File: src/rtl/sort_mem_sched.sv
// rtl/sort_mem_sched.sv - quick-sort job sequencer sharing a single-port sort RAM with a host port
module sort_mem_sched #(
  parameter int MM = 256,
  parameter int MN = 32,
  parameter int MW = 8
) (
  input  logic          clk,
  input  logic          reset_n,
  input  logic          cmd_start,
  input  logic [MW:0]   cmd_num,
  output logic          cmd_ready,
  output logic          busy,
  output logic          job_done,
  output logic [1:0]    job_err,
  output logic [31:0]   job_cycles,
  output logic [15:0]   job_cnt,
  input  logic          h_req,
  input  logic          h_we,
  input  logic [MW-1:0] h_addr,
  input  logic [MN-1:0] h_wdata,
  output logic          h_gnt,
  output logic          h_rvalid,
  output logic [MN-1:0] h_rdata,
  output logic          qs_start,
  output logic [MW:0]   qs_num,
  input  logic          qs_done,
  input  logic          qs_wr,
  input  logic          qs_rd,
  input  logic [MW-1:0] qs_wr_addr,
  input  logic [MW-1:0] qs_rd_addr,
  input  logic [MN-1:0] qs_wr_data,
  output logic [MN-1:0] qs_rd_data,
  output logic          mem_we,
  output logic          mem_re,
  output logic [MW-1:0] mem_addr,
  output logic [MN-1:0] mem_wdata,
  input  logic [MN-1:0] mem_rdata
);

  localparam logic [MW:0] MAX_LEN = MM[MW:0];

  typedef enum logic [2:0] {IDLE, DRAIN, KICK, RUN, FIN} state_t;

  state_t      state;
  logic [MW:0] num_r;
  logic [31:0] cyc;
  logic [31:0] cyc_inc;
  logic        spur;
  logic        spur_now;
  logic        eng_own;
  logic        fin_go;
  logic [1:0]  fin_err;

  assign eng_own    = (state == KICK) || (state == RUN);
  // A simultaneous read+write by the engine counts as a protocol violation too.
  assign spur_now   = eng_own ? (qs_wr & qs_rd) : (qs_wr | qs_rd);
  assign cyc_inc    = (cyc == '1) ? cyc : cyc + 32'd1;
  assign h_gnt      = h_req && (state == IDLE);
  assign qs_num     = num_r;
  assign qs_rd_data = mem_rdata;
  assign h_rdata    = h_rvalid ? mem_rdata : '0;

  always_comb begin
    if (eng_own) begin
      mem_we    = qs_wr;
      mem_re    = qs_rd & ~qs_wr;
      mem_addr  = qs_wr ? qs_wr_addr : qs_rd_addr;
      mem_wdata = qs_wr_data;
    end else begin
      mem_we    = h_gnt & h_we;
      mem_re    = h_gnt & ~h_we;
      mem_addr  = h_addr;
      mem_wdata = h_wdata;
    end
  end

  always_comb begin
    fin_go  = 1'b0;
    fin_err = (spur | spur_now) ? 2'd2 : 2'd0;
    if (state == IDLE && cmd_start && (cmd_num > MAX_LEN || cmd_num[MW:1] == '0)) begin
      fin_go = 1'b1;
      if (cmd_num > MAX_LEN) fin_err = 2'd1;
    end else if (state == RUN && qs_done) begin
      fin_go = 1'b1;
    end
  end

  always_ff @(posedge clk or negedge reset_n) begin
    if (!reset_n) begin
      state      <= IDLE;
      cmd_ready  <= 1'b1;
      busy       <= 1'b0;
      job_done   <= 1'b0;
      job_err    <= 2'd0;
      job_cycles <= '0;
      job_cnt    <= '0;
      qs_start   <= 1'b0;
      h_rvalid   <= 1'b0;
      num_r      <= '0;
      cyc        <= '0;
      spur       <= 1'b0;
    end else begin
      job_done <= fin_go;
      qs_start <= 1'b0;
      h_rvalid <= h_gnt & ~h_we;
      // Status is published on entry to FIN so it lines up with job_done.
      if (fin_go) begin
        job_err    <= fin_err;
        job_cycles <= (state == RUN) ? cyc_inc : '0;
        job_cnt    <= job_cnt + 16'd1;
        spur       <= 1'b0;
      end else if (spur_now) begin
        spur <= 1'b1;
      end
      case (state)
        IDLE: begin
          if (cmd_start) begin
            num_r     <= cmd_num;
            cmd_ready <= 1'b0;
            busy      <= 1'b1;
            state     <= fin_go ? FIN : DRAIN;
          end
        end
        DRAIN: begin
          cyc      <= '0;
          qs_start <= 1'b1;
          state    <= KICK;
        end
        KICK: begin
          cyc   <= cyc_inc;
          state <= RUN;
        end
        RUN: begin
          cyc <= cyc_inc;
          if (qs_done) state <= FIN;
        end
        FIN: begin
          cmd_ready <= 1'b1;
          busy      <= 1'b0;
          state     <= IDLE;
        end
        default: state <= IDLE;
      endcase
    end
  end

endmodule

File: config.mk
export PLATFORM = sky130hd
export DESIGN_NAME = sort_mem_sched
export DESIGN_NICKNAME = d
export VERILOG_FILES = /design/src/rtl/sort_mem_sched.sv
export SDC_FILE = /design/constraint.sdc
export NUM_CORES = 1
export LEC_CHECK = 0
export ABC_AREA = 1
export CAP_MARGIN = 25
export CORE_ASPECT_RATIO = 0.6
export CORE_MARGIN = 5
export CORE_UTILIZATION = 46
export CTS_BUF_LIST = sky130_fd_sc_hd__clkbuf_4 sky130_fd_sc_hd__clkbuf_8
export DETAILED_ROUTE_END_ITERATION = 6
export GPL_TIMING_DRIVEN = 0
export PLACE_DENSITY = 0.94
export SETUP_SLACK_MARGIN = 0.1
export SLEW_MARGIN = 20
export SYNTH_ARGS = -nofsm -noshare
export SYNTH_HDL_FRONTEND = slang
export SYNTH_SLANG_ARGS = --single-unit
File: constraint.sdc
create_clock -name clk -period 2.8 [get_ports clk]
set_input_delay 0.56 -clock clk [delete_from_list [all_inputs] [get_ports clk]]
set_output_delay 0.56 -clock clk [all_outputs]
set_load 0.02 [all_outputs]
# Word level (Yosys, flattened, before mapping)
# Index checks and enable logic that the tools add are counted.
# totals
ff_bits	100
inputBits	137
out_inout_bits	171
elab_cells	71
# op_classes
addsub	2
n_lt_le_gt_ge	1
eq_ne	7
mux	26
n_bitwise	8
n_reduce_logical	15
# ops
cell	n
32-bit two-way mux	4
32-bit case mux with 2 select lines	1
32-bit by 1-bit adder with 32-bit output, second input constant	1
32-bit == test, second input constant	1
16-bit by 1-bit adder with 16-bit output, second input constant	1
8-bit two-way mux	2
3-bit case mux with 4 select lines	1
1-bit two-way mux	10
9-bit > comparator, second input constant	1
3-bit two-way mux	3
8-bit logical NOT	1
3-bit by 2-bit == test with 1-bit output, second input constant	2
2-bit two-way mux	3
2-bit AND reduction	3
2-bit nonzero test	3
1-bit AND	4
1-bit logical AND	4
2-bit inequality test, second input constant	2
1-bit case mux with 2 select lines	2
3-bit by 1-bit == test with 1-bit output, second input constant	1
3-bit == test, second input constant	1
3-bit logical NOT	1
1-bit logical OR	2
1-bit NOT	2
other kinds (2)	3

# Longest topological paths before layout
# Gate-level depths: netlist of run 1.
# logic_depth
ltp_word	7
ltp_mapped	11
depth_no_buf	11

# Worst setup path after synthesis of run 1
# No wires, ideal clock.
# synth_path
kind	reg-to-output
startpoint	register state[2]
endpoint	output mem_addr[1]
arrival_time_ns	1.548
t_required_ns	2.240
slack_ns	0.692
path_stages_with_launch	6
path_buffers	2
path_cell_list	dfrtp_1 buf_4 nor2_2 clkbuf_1 o21ai_0 o21ai_0
# synth_between
elab_chain_len	3
# synth_lines
element	line_no	rtl
start, declared	44	state_t state;
start signal, assigned	121	state <= fin_go ? FIN : DRAIN;
3-bit by 2-bit == test with 1-bit output	54	assign eng_own = (state == KICK) || (state == RUN);
1-bit logical OR (*)	54	
8-bit two-way mux (*)	64	if (eng_own) begin
end, declared	35	output logic [MW-1:0] mem_addr,
# Every way passes the cells marked *; elsewhere a longest branch is shown, timed or not.

# Final worst setup path of run 1
# layout_path
startpoint	input qs_wr
endpoint	output mem_addr[0]
# layout_between
elab_chain_len	2
# layout_lines
element	line_no	rtl
start, declared	27	input logic qs_wr,
8-bit two-way mux	67	mem_addr = qs_wr ? qs_wr_addr : qs_rd_addr;
8-bit two-way mux	64	
# No other way between the ends.

==> results of run 1 <==
[flip-flops by register name, indices dropped and copies added (netlist names)]
signal      flops
busy            1
cmd_ready       1
cyc            32
h_rvalid        1
job_cnt        16
job_cycles     32
job_done        1
job_err         2
qs_num          9
qs_start        1
spur            1
state           3
[cells in the mapped netlist, types with 4 or more instances]
library cell | n | area (sq um)
inv_1 | 87 | 327
clkbuf_1 | 21 | 78.8
nand3_1 | 74 | 370
nor2_2 | 4 | 25.0
nor2_1 | 73 | 274
o21ai_0 | 18 | 90.1
xnor2_1 | 8 | 70.1
nor3_1 | 8 | 40.0
nor2_4 | 5 | 56.3
nand2_1 | 454 | 1700
buf_2 | 9 | 45.0
xor2_1 | 19 | 166
dfrtp_1 | 99 | 2480
buf_4 | 35 | 263
o21ai_1 | 22 | 110
nand2_2 | 13 | 81.3
inv_2 | 4 | 15.0
nand4_1 | 4 | 25.0
[metrics by stage]
stage                     cells  TNS [ns]  setup slack [ns]
after floorplan             976         0             0.692
after global placement     1475   -254.26             -2.53
after detailed placement   1476     -3.09            -0.388
after CTS                  1493         0             0.111
after global routing       1493         0             0.150
final                      1493         0             0.202
[critical path: stages]
cell and delay (ns):
clkdlybuf4s50_1 0.52, clkbuf_4 0.23, inv_2 0.10, o21ai_0 0.21, o21ai_1 0.07, dlygate4sd2_1 0.33
[logic make-up after synthesis]
family / after synthesis / synth area share
buffers and inverters: 160 / 0.118
xor gates and xnor gates: 27 / 0.0368
AOI/OAI and AO/OA: 46 / 0.0390
DFF: 100 / 0.390
adders and majority gates: 3 / 0.00546
and+or+nand+nor: 640 / 0.411
[how the worst max path moves through the flow]
stage / cells after the start / slack [ns] / endpoint
finish: 6 / 0.20 / mem_addr[0]
global route: 6 / 0.15 / mem_addr[0]
CTS: 4 / 0.11 / h_rdata[16]
detailed placement: 6 / -0.39 / mem_addr[0]
global placement: 1 / -2.53 / job_cycles[24]
floorplan: 5 / 0.69 / mem_addr[1]
[power groups by stage]
stage	Combinational [uW]	Clock, uW	Sequential [uW]
2_1_floorplan	1770	0	2030
6_report	3650	1020	1840
4_1_cts	3660	1020	1830
3_5_place_dp	3770	0	1860
3_3_place_gp	3680	0	1850
5_1_grt	3960	1080	1870
[metal layers]
layer  vias to the layer above  track usage
li1                       3595            -
met5                         -            0
met4                         0       0.0442
met1                      3464        0.391
met2                       366        0.471
met3                        24       0.0866
[cell type report]
class                   instances  share of cell area
multi-input cells             716               0.317
inverters                      92              0.0348
clock inverters                 6             0.00802
well taps                     192              0.0241
clock buffers                  10              0.0138
plain buffers                  68              0.0441
flip-flops and latches        100               0.251
repair buffers                309               0.308
[timing repair]
| item | in CTS | in global routing |
|---|---|---|
| resized for setup | 59 | 8 |
| hold buffers | 0 | 0 |
| buffers inserted | 1 | 0 |
| pin swaps | 1 | 0 |
| setup endpoints to repair | 42 | 24 |
==> flow_metrics.env, run 1 <==
export IMPL_met2_length_microns=10900
export IMPL_top_layer="met4"
export IMPL_first_iter_violations=638
export IMPL_avgSynthCellArea_sq_um=6.58
export IMPL_grt_pass1_vias=7271
export IMPL_ant_nets=0
export IMPL_post_route_util=0.731
export IMPL_synthDistinctLibCells=33
export IMPL_cts_clk_slew_worst_paths_ns=0.11
export IMPL_cts_buffers=9
export IMPL_io_buffers=307
export IMPL_ir_drop_mv=0.411
export IMPL_worstPathRequired_ns=2.24
export IMPL_synth_edf_count=0
export IMPL_rr_endpoint="cyc[25]"
export IMPL_grt_pass1_wl_microns=37700
export IMPL_yosysWarnings=0
export IMPL_ys_flop_type="dfrtp_1"
export IMPL_reg2reg_slack_ns=0.83
export IMPL_die_h_microns=102
export IMPL_finalWirelength_microns=24000
export IMPL_period_needed_ns=2.60
export IMPL_ff_latch_area_sq_mm=0.00250
export IMPL_start_util=0.470
export IMPL_core_rowCount=33
export IMPL_reg2regPathDepth=6
export IMPL_antenna_cells=0
export IMPL_grt_overflow_total=0
export IMPL_cts_max_path_buffers=2
export IMPL_leakage_uw=0.00514
export IMPL_synth_seq_area_share=0.390
export IMPL_cp_end_kind="output pin"
export IMPL_design_area_sq_mm=0.00999
export IMPL_hold_viol=0
export IMPL_fin_worst_skew_ns=0.0168
export IMPL_grt_start_max_net_pins=52
export IMPL_setup_viol=0
export IMPL_pwr_share_seq=0.283
export IMPL_rsz0062_at_grt="no"
export IMPL_syn2layout_area_growth_pct=55.6
export IMPL_antenna_found_initial=0
export IMPL_layout_common_cells="454 x nand2_1, 263 x clkdlybuf4s50_1, 99 x dfrtp_1"
export IMPL_hold_slack_ns=0.0917
export IMPL_rr_startpoint="state[2]"
export IMPL_cap_violations=0
export IMPL_route_detailed_drc=0
export IMPL_first_pass_iters=6
export IMPL_powerDensity_mw_per_mm2=651
export IMPL_viasPerCell=4.99
export IMPL_multi_input_comb_area_sq_mm=0.00316
export IMPL_core_sq_mm=0.0137
export IMPL_async_reset_ff_frac=1.00
export IMPL_clk_latency_ns=0.39
export IMPL_tightest_slew_ns=0.538
export IMPL_placed_area_sq_mm=0.00976
export IMPL_dieArea_sq_mm=0.0165
export IMPL_dpl_hpwl_microns=19700
export IMPL_max_slew_margin=0.641
export IMPL_gp_congestion=1.00
export IMPL_hold_path_class="in2async"
export IMPL_max_freq_mhz=385
export IMPL_cp_max_fo=10
export IMPL_synthesis_nets=1115
export IMPL_num_io_pins=308
export IMPL_p_clk_frac=0.156
export IMPL_switchingPower_uw=3000
export IMPL_final_fill_count=1049
export IMPL_fin_crit_sh=0.928
export IMPL_layout_drive_gt1_share=0.0861
export IMPL_wl_met1_microns=10400
export IMPL_htreeDepth=3
export IMPL_design_power_total_uw=6500
export IMPL_critPathLaunchType="input port"
export IMPL_post_drt_wl_per_cell_microns=16.1
export IMPL_arrival_ns=2.04
export IMPL_cts_tree="yes"
export IMPL_cts_sinks=100
export IMPL_fin_nets=1435
export IMPL_drv_slew=0
export IMPL_num_vias=7449
export IMPL_mappedNetlistArea_sq_mm=0.00642
export IMPL_sw_frac_of_total=0.461
export IMPL_critical_path_class="in2out"
export IMPL_final_common_cell="nand2_1"
export IMPL_die_w_microns=163
export IMPL_ys_ff_latch=100
export IMPL_grtUsageTotal=0.288
export IMPL_outcome="complete, no violations"
export IMPL_internal_power_uw=3510
export IMPL_crit_start="qs_wr"
export IMPL_root_buffer="clkbuf_8"
export IMPL_pwr_share_comb=0.561
export IMPL_postSynthCellCount=976
export IMPL_met3WireLength_microns=2440
Power figures use the tool's default switching activity.
==> run 2, diff against run 1 <==
SLEW_MARGIN = 15   (was 20)
==> results of run 2 <==
Same layout as run 1: the final DEF is identical, and so are final timing and power.
